File: src/rtl/viterbi_pkg.sv
// Shared code constants for the convolutional encoder and Viterbi decoder:
// constraint length, generators, frame limits, symbol bit order, helpers.
package viterbi_pkg;

    localparam int K         = 5;
    localparam int M         = K - 1;
    localparam int MAX_FRAME = 32;
    localparam int LEN_BITS  = 6;

    localparam logic [K-1:0] G0_OCT = 5'o23;
    localparam logic [K-1:0] G1_OCT = 5'o35;

    // G0 output lands on the even bit of each 2-bit symbol
    localparam int SYM_G0_BIT = 0;
    localparam int SYM_G1_BIT = 1;

    localparam int T_W  = $clog2(MAX_FRAME) + 1;
    localparam int NB   = MAX_FRAME / 8;
    localparam int NB_W = $clog2(NB) + 1;

    typedef enum logic [2:0] {
        ST_IDLE,
        ST_LOAD,
        ST_ENCODE,
        ST_SEND,
        ST_START
    } enc_state_t;

    typedef struct packed {
        logic [T_W-1:0]  l_msg;
        logic [T_W-1:0]  l_sym;
        logic [NB_W-1:0] nbytes;
    } frame_cfg_t;

    // ceil((l + M) / 4) * 4
    function automatic logic [T_W-1:0] sym_len(input logic [T_W-1:0] l);
        logic [T_W+1:0] s;
        s = {2'b00, l} + (T_W+2)'(M + 3);
        s[1:0] = 2'b00;
        return T_W'(s);
    endfunction

    // ceil(l / 8)
    function automatic logic [NB_W-1:0] byte_cnt(input logic [T_W-1:0] l);
        logic [T_W+1:0] s;
        s = {2'b00, l} + (T_W+2)'(7);
        return NB_W'(s >> 3);
    endfunction

endpackage

File: src/rtl/conv_enc_core.sv
// Combinational rate-1/2 encoder step: from the new bit b and the shift
// register sr, produce {g1,g0} and the next shift register value.
// Ports: b, sr (in); sym, sr_next (out).
module conv_enc_core
    import viterbi_pkg::*;
#(
    parameter int           CK  = K,
    parameter logic [CK-1:0] CG0 = G0_OCT,
    parameter logic [CK-1:0] CG1 = G1_OCT
) (
    input  logic          b,
    input  logic [CK-2:0] sr,
    output logic [1:0]    sym,
    output logic [CK-2:0] sr_next
);

    logic [CK-1:0] r;

    // Newest bit sits at the MSB, matching the octal tap convention
    assign r                = {b, sr};
    assign sym[SYM_G0_BIT]  = ^(r & CG0);
    assign sym[SYM_G1_BIT]  = ^(r & CG1);
    assign sr_next          = r[CK-1:1];

endmodule

File: src/rtl/conv_frame_encoder.sv
// Frame encoder: loads a packed message, convolutionally encodes it with a
// zero-flushed tail, packs 4 symbols per byte and hands them to the decoder.
// Ports: clk, rst, go, msg_len, msg_byte, msg_valid (in); msg_ready (out);
//        sym_byte, sym_valid (out); sym_ready (in); start_out, busy, len_err (out).
module conv_frame_encoder
    import viterbi_pkg::*;
(
    input  logic                clk,
    input  logic                rst,
    input  logic                go,
    input  logic [LEN_BITS-1:0] msg_len,
    input  logic [7:0]          msg_byte,
    input  logic                msg_valid,
    output logic                msg_ready,
    output logic [7:0]          sym_byte,
    output logic                sym_valid,
    input  logic                sym_ready,
    output logic                start_out,
    output logic                busy,
    output logic                len_err
);

    localparam int SB_W = $clog2(MAX_FRAME);

    enc_state_t          state;
    enc_state_t          state_nx;
    frame_cfg_t          cfg;
    logic [NB_W-1:0]     n;
    logic [MAX_FRAME-1:0] msg_buf;
    logic [M-1:0]        sr;
    logic [T_W-1:0]      t;
    logic [7:0]          sym_q;
    logic                len_err_q;

    logic                len_ok;
    logic                cur_bit;
    logic [1:0]          sym;
    logic [M-1:0]        sr_next;
    logic [7:0]          byte_mask;
    logic [SB_W-1:0]     slot_base;
    logic                load_last;

    assign len_ok = (msg_len != '0) &&
                    (msg_len <= LEN_BITS'(MAX_FRAME - M));

    assign slot_base = {n[NB_W-2:0], 3'b000};
    assign load_last = msg_valid && (n == cfg.nbytes - NB_W'(1));

    // Bits past the message length are stored as zero
    always_comb begin
        byte_mask = '0;
        for (int i = 0; i < 8; i++) begin
            byte_mask[i] =
                (T_W'(slot_base) + T_W'(i)) < cfg.l_msg;
        end
    end

    assign cur_bit = (t < cfg.l_msg) ? msg_buf[t[T_W-2:0]] : 1'b0;

    conv_enc_core u_core (
        .b       (cur_bit),
        .sr      (sr),
        .sym     (sym),
        .sr_next (sr_next)
    );

    always_comb begin
        state_nx = state;
        unique case (state)
            ST_IDLE: begin
                if (go && len_ok) state_nx = ST_LOAD;
            end
            ST_LOAD: begin
                if (load_last) state_nx = ST_ENCODE;
            end
            ST_ENCODE: begin
                if (t[1:0] == 2'd3) state_nx = ST_SEND;
            end
            ST_SEND: begin
                if (sym_ready) begin
                    state_nx = (t == cfg.l_sym) ? ST_START
                                                : ST_ENCODE;
                end
            end
            ST_START: begin
                if (sym_ready) state_nx = ST_IDLE;
            end
            default: state_nx = ST_IDLE;
        endcase
    end

    always_ff @(posedge clk or posedge rst) begin
        if (rst) begin
            state     <= ST_IDLE;
            cfg       <= '0;
            n         <= '0;
            msg_buf   <= '0;
            sr        <= '0;
            t         <= '0;
            sym_q     <= '0;
            len_err_q <= 1'b0;
        end else begin
            state     <= state_nx;
            len_err_q <= (state == ST_IDLE) && go && !len_ok;
            unique case (state)
                ST_IDLE: begin
                    if (go && len_ok) begin
                        cfg.l_msg  <= T_W'(msg_len);
                        cfg.l_sym  <= sym_len(T_W'(msg_len));
                        cfg.nbytes <= byte_cnt(T_W'(msg_len));
                        n          <= '0;
                        t          <= '0;
                        sr         <= '0;
                        msg_buf    <= '0;
                    end
                end
                ST_LOAD: begin
                    if (msg_valid) begin
                        msg_buf[slot_base +: 8] <= msg_byte & byte_mask;
                        n <= n + NB_W'(1);
                    end
                end
                ST_ENCODE: begin
                    sym_q[{t[1:0], 1'b0} +: 2] <= sym;
                    sr <= sr_next;
                    t  <= t + T_W'(1);
                end
                default: begin
                end
            endcase
        end
    end

    assign msg_ready = (state == ST_LOAD);
    assign sym_valid = (state == ST_SEND);
    assign sym_byte  = sym_q;
    assign start_out = (state == ST_START) && sym_ready;
    assign busy      = (state != ST_IDLE);
    assign len_err   = len_err_q;

endmodule

File: config.mk
export PLATFORM = sky130hd
export DESIGN_NAME = conv_frame_encoder
export DESIGN_NICKNAME = d
export VERILOG_FILES = /design/src/rtl/viterbi_pkg.sv /design/src/rtl/conv_enc_core.sv /design/src/rtl/conv_frame_encoder.sv
export SDC_FILE = /design/constraint.sdc
export NUM_CORES = 1
export LEC_CHECK = 0
export ABC_AREA = 1
export CORE_UTILIZATION = 45
export CTS_CLUSTER_SIZE = 40
export DETAILED_ROUTE_END_ITERATION = 8
export GPL_TIMING_DRIVEN = 0
export SLEW_MARGIN = 40
export SYNTH_ARGS = -nofsm -noshare
export SYNTH_HDL_FRONTEND = slang
export SYNTH_SLANG_ARGS = --single-unit
File: constraint.sdc
create_clock -name clk -period 2.99 [get_ports clk]
set_input_delay 0.598 -clock clk [delete_from_list [all_inputs] [get_ports clk]]
set_output_delay 0.598 -clock clk [all_outputs]
set_load 0.1 [all_outputs]
# After elaboration in Yosys (flattened, before gate mapping)
# Cells that the tools add are included.
# totals
reg_bits	70
latch_bits	0
ramBits	0
mem_bits_ro	0
in_bits	19
out_inout_bits	13
wordCells	92
mem_count	0
# op_classes
n_addsub	13
multipliers	0
div	0
magnitude_cmp	11
n_eq_ne	13
shift	4
n_mux	22
bitwise	1
n_reduce_logical	18
# op_table
cell	n
32-bit two-way mux	2
32-bit case mux with 2 select lines	1
6-bit less-than comparator	8
32-bit bitwise mux	1
8-bit by 7-bit variable shift with 32-bit output (first input constant)	1
8-bit by 7-bit indexed part select with 32-bit output	1
5-bit by 3-bit adder with 6-bit output (second input constant)	4
3-bit two-way mux	8
3-bit case mux with 5 select lines	1
5-bit by 2-bit adder with 6-bit output (second input constant)	2
6-bit case mux with 2 select lines	1
5-bit parity	2
8-bit AND	1
8-bit bitwise mux	1
2-bit inequality test (second input constant)	4
4-bit case mux with 2 select lines	1
2-bit by 5-bit variable shift with 8-bit output (first input constant)	1
2-bit by 5-bit indexed part select with 8-bit output	1
5-bit negator with 7-bit output	1
5-bit by 1-bit adder with 6-bit output (second input constant)	1
6-bit by 1-bit adder with 6-bit output (second input constant)	1
6-bit by 3-bit adder with 6-bit output (second input constant)	1
3-bit by 2-bit == test with 1-bit output (second input constant)	2
6-bit == test	1
other kinds (25)	34

# Depth between registers and ports, before layout
# logic_depth
ltp_word	7
depth_mapped	13
mapped_depth_nobuf	12

# Cells and area by module
# From an unflattened synthesis, not the netlist that was laid out.
# unflattened
cells_unflattened	577
hier_area_um2	4227.8
# by_module_without_submodules
module	instances	cells_each	area_per_inst_um2	seq_area_each_um2
conv_frame_encoder	1	549	4101.4	1676.6
conv_enc_core	1	28	126.4	0.0

# Worst setup path after synthesis
# OpenSTA, ideal clock, no wires.
# synth_path
kind	flip-flop to flip-flop
startpoint	register state[1]
endpoint	register state[2]
setup_time_ps	126
arrival_time_ps	3299
required_ps	2864
slack_ps	-435
stages_incl_launch_ff	10
n_path_buf	0
period_less_slack_ps	3425
path_cell_list	dfrtp_1 inv_2 nor3_1 inv_1 nand2_1 a21oi_1 nand2_1 a21oi_1 nand2_1 o21ai_0
# synth_via
elab_chain_cells	3
elab_cells_between_ends	12
classes_between	eq/ne: 9; mux: 1; reduce/logical: 2
# synth_lines
element	line	rtl
from (decl)	conv_frame_encoder.sv:25	enc_state_t state;
from (signal assigned)	conv_frame_encoder.sv:103	state <= state_nx;
3-bit by 2-bit == test with 1-bit output *	n/a	
named net sym_valid	conv_frame_encoder.sv:16	output logic sym_valid,
2-bit by 1-bit inequality test with 1-bit output (no line)	n/a	
5-bit AND reduction (no line)	n/a	
# The timed path passes the listed nets; every way through them passes the cells marked *.
# A chain may end at the register's enable or synchronous reset.

# Worst setup path in the final report
# layout_path
startpoint	register n[0]
endpoint	register msg_buf[0]
# layout_via
elab_chain_cells	7
elab_cells_between_ends	22
classes_between	add/sub: 8; order compare: 8; shift: 2; mux: 3; bitwise: 1
# layout_lines
element	line	rtl
from (decl)	conv_frame_encoder.sv:28	logic [NB_W-1:0] n;
from (signal assigned)	conv_frame_encoder.sv:120	n <= n + NB_W'(1);
5-bit by 1-bit adder with 6-bit output (tied with other cells)	conv_frame_encoder.sv:54	(T_W'(slot_base) + T_W'(i)) < cfg.l_msg;
6-bit less-than comparator	conv_frame_encoder.sv:54	
8-bit AND	conv_frame_encoder.sv:119	msg_buf[slot_base +: 8] <= msg_byte & byte_mask;
8-bit by 7-bit indexed part select with 32-bit output	conv_frame_encoder.sv:119	
32-bit bitwise mux *	conv_frame_encoder.sv:119	
32-bit two-way mux *	conv_frame_encoder.sv:118	if (msg_valid) begin
32-bit case mux with 2 select lines *	conv_frame_encoder.sv:105	unique case (state)
to (signal, indexed assignment)	conv_frame_encoder.sv:119	
to (decl)	conv_frame_encoder.sv:29	logic [MAX_FRAME-1:0] msg_buf;
# Mark *: on every way between the ends. The rest lies on a longest branch, timed or not. The select of a mux whose other input is x is not followed.

==> run_results.csv <==
group,metric,value,unit
die,die_w,95.8,um
clocking,postCtsHoldBufs,0,
sta,relSlewSlack,58.2,%
route,antenna_left,0,
route,drtIter0Drc,239,
power,power.total,5.16,mW
clocking,cts.clk_slew.worst_paths,0.08,ns
critical_path,r2r_setup_slack,0.36,ns
sta,setup_slack,0.362,ns
critical_path,rr_worst_depth,7,
power,pwr_density_cell,1120,mW/mm^2
die,io_pins,32,
die,die_area,0.00918,mm^2
global_route,grt_first_pass_wirelength,17000,um
clocking,cts_setup_buffers,0,
global_route,grt_overflow,0,
clocking,clock-sinks,67,
flow_run,maxCapViolations,0,
sta,maxSlewViolCount,0,
synthesis,syn-cell-area,0.00396,mm^2
global_route,antenna_found_initial,0,
die,core,0.00838,mm^2
worst_hold_path,hp-start,"sym_byte[3]$_DFFE_PP0P_",
synthesis,yosysWarnings,0,
clocking,cts_resized,0,
worst_hold_path,whs_endpoint,"sym_byte[3]$_DFFE_PP0P_",
clocking,numCtsBuffers,9,
sta,timing.hold.ws,0.479,ns
layout,final_core_util,55.2,%
sta,setup_viol,0,
worst_hold_path,hp-class,"flop to flop",
critical_path,crit_type,"flop to flop",
route,drt_wl_total,10300,um
die,die_h,95.8,um
clocking,clk_path_buf_depth,2,
synthesis,synth_ff_type,"dfrtp_1",
critical_path,cp-end-kind,"flop",
critical_path,crit_arrival,2.91,ns
critical_path,r2r-start,"n[0]$_DFFE_PP0P_",
synthesis,yosysSeqAreaShare,42.3,%
clocking,cts_max_level,3,
global_route,grtUsageTotal,25.1,%
layout,final_nets,597,
global_route,grt_max_degree,55,
sta,tightestPinTransition,0.624,ns
route,wire_per_inst,15.4,um
placement,hpwlAfterDp,7650,um
run_status,status,"completed",
synthesis,synth.distinct_cells,36,
clocking,cts_tree,"done",
layout,drive_above_1_share,11.6,%
route,drt_first_pass_iters,5,
synthesis,syn-instance-count,514,
route,drc_errors,0,
layout,diodes,0,
placement,pre_cts_ws,0.473,ns
sta,fmax,381,MHz
layout,syn2layout_area_growth,16.7,%
clocking,clock_latency,0.36,ns
synthesis,ys_ff_latch,67,
critical_path,worstPathMaxFanout,13,
die,initial_core_util,47.3,%
sta,final-hold-violation-count,0,
sta,post-route-period-util,87.9,%
synthesis,syn-num-nets,554,
power,p_leak,2.25,nW
die,fp-row-count,33,
worst_hold_path,whs_path_depth,2,
clocking,cts-root-buf,"clkbuf_8",
sta,finClkSkew,0.0116,ns
critical_path,r2r-end,"msg_buf[0]$_DFFE_PP0P_",
critical_path,required,3.27,ns
route,avgViaCountPerCell,5.24,
route,dr_total_vias,3493,
placement,routabilityCongestion,0.928,
sta,fin_setup_tns,0,ns
power,peakVddDrop,0.000390,V
sta,period_minus_slack,2.63,ns
placement,portBuffers,31,
synthesis,synth.avg_cell_area,7.71,um^2
sta,grt_setup_unrepaired,"no",
critical_path,cp-start-kind,"flop",
synthesis,synth_edf_count,0,
synthesis,postSynth.asyncResetShare,100,%
global_route,grt_pass1_vias,3438,
[Yosys cell counts, drive strengths merged, types with 2 or more instances]
library cell	instances	share of area, %
nand2	110	11
inv	88	8.3
dfrtp	67	42
o21ai	64	8.5
nand3	61	8.1
nor2	27	2.9
ha	21	6.6
nand4	15	2.4
a21oi	13	1.6
buf	10	1.5
nor3	9	2.0
o22ai	6	0.95
nor4	4	0.63
xor2	4	0.88
xnor2	3	0.66
clkbuf	2	0.19
o211ai	2	0.38
[per-layer routing]
metal	vias to the layer above	global-route usage [%]	wire (um)
met5	-	0	0
met3	11	6.79	502
met1	1642	33.4	4970
li1	1765	-	-
met4	0	7.96	132
met2	75	39.6	4700
[state kept, by name (all words and copies together) (netlist names)]
signal,cells
state,3
cfg,10
msg_buf,32
sym_byte,8
len_err,1
sr,4
n,3
t,6
[how the worst max path moves through the flow]
stage | from | to | slack, ns | depth (start not counted)
2_1_floorplan | state[1]$_DFFE_PP0P_ | start_out | 0.50 | 3
3_3_place_gp | rst | msg_buf[27]$_DFFE_PP0P_ | -0.51 | 2
3_5_place_dp | n[0]$_DFFE_PP0P_ | msg_buf[27]$_DFFE_PP0P_ | 0.47 | 8
4_1_cts | n[0]$_DFFE_PP0P_ | msg_buf[27]$_DFFE_PP0P_ | 0.45 | 8
5_1_grt | n[0]$_DFFE_PP0P_ | msg_buf[0]$_DFFE_PP0P_ | 0.18 | 7
6_report | n[0]$_DFFE_PP0P_ | msg_buf[0]$_DFFE_PP0P_ | 0.36 | 7
[logic make-up (layout without fill, tap and decap cells)]
family / after synthesis / after routing / synth area share, %
DFF: 67 / 67 / 42.3
and+or+nand+nor: 228 / 228 / 26.9
adders and majority gates: 21 / 21 / 6.63
AOI/OAI and AO/OA: 90 / 90 / 12.4
buffers and inverters: 101 / 149 / 10.1
xor gates and xnor gates: 7 / 7 / 1.55
[power breakdown]
group / total (mW) / switching (mW) / internal (mW)
Combinational: 2.80 / 2.04 / 0.763
Clock: 0.953 / 0.392 / 0.561
Sequential: 1.40 / 0.236 / 1.17
Total: 5.16 / 2.66 / 2.49
[cell usage in the layout (no fill, tap or decap), types with 2 or more instances in the layout]
| cell type | Yosys | final |
|---|---|---|
| nand2_2 | 2 | 2 |
| o211ai_1 | 2 | 2 |
| inv_6 | 0 | 3 |
| nand4_1 | 15 | 15 |
| inv_2 | 8 | 8 |
| clkbuf_8 | 0 | 9 |
| o21ai_0 | 50 | 50 |
| nand3_1 | 59 | 59 |
| ha_1 | 21 | 21 |
| xnor2_1 | 3 | 3 |
| nor3_1 | 5 | 4 |
| buf_2 | 6 | 19 |
| nor4_1 | 4 | 4 |
| a21oi_1 | 13 | 13 |
| clkbuf_1 | 2 | 2 |
| nand2_1 | 108 | 108 |
| bufinv_16 | 0 | 3 |
| o21ai_2 | 4 | 4 |
| o21ai_1 | 10 | 10 |
| nor2_1 | 24 | 24 |
| inv_1 | 80 | 79 |
| nor3_4 | 2 | 2 |
| nor3_2 | 2 | 3 |
| clkdlybuf4s50_1 | 0 | 18 |
| xor2_1 | 4 | 4 |
| dfrtp_1 | 67 | 67 |
| buf_4 | 4 | 4 |
| nor2_2 | 2 | 2 |
| o22ai_1 | 6 | 6 |
[through the flow]
step,cell area (um^2),cells
2_1_floorplan,3970,514
3_3_place_gp,4410,650
3_5_place_dp,4380,651
4_1_cts,4620,667
5_1_grt,4620,667
6_report,4620,667
[critical path, cell delays in order, from the launching register on]
cell	delay, ns
dfrtp_1	0.52
inv_1	0.20
clkbuf_1	0.47
ha_1	0.40
nand3_1	0.13
nor3_2	0.53
nand3_1	0.19
o21ai_1	0.11
[area by class of cell]
class	count	area [um^2]
fillers	828	3760
repair buffers	32	273
inverters	89	339
plain buffers	12	67.6
clock inverters	7	124
flip-flops and latches	67	1680
well taps	105	131
multi-input cells	346	1890
clock buffers	9	124
No activity file was read; power rests on OpenSTA's default activity.
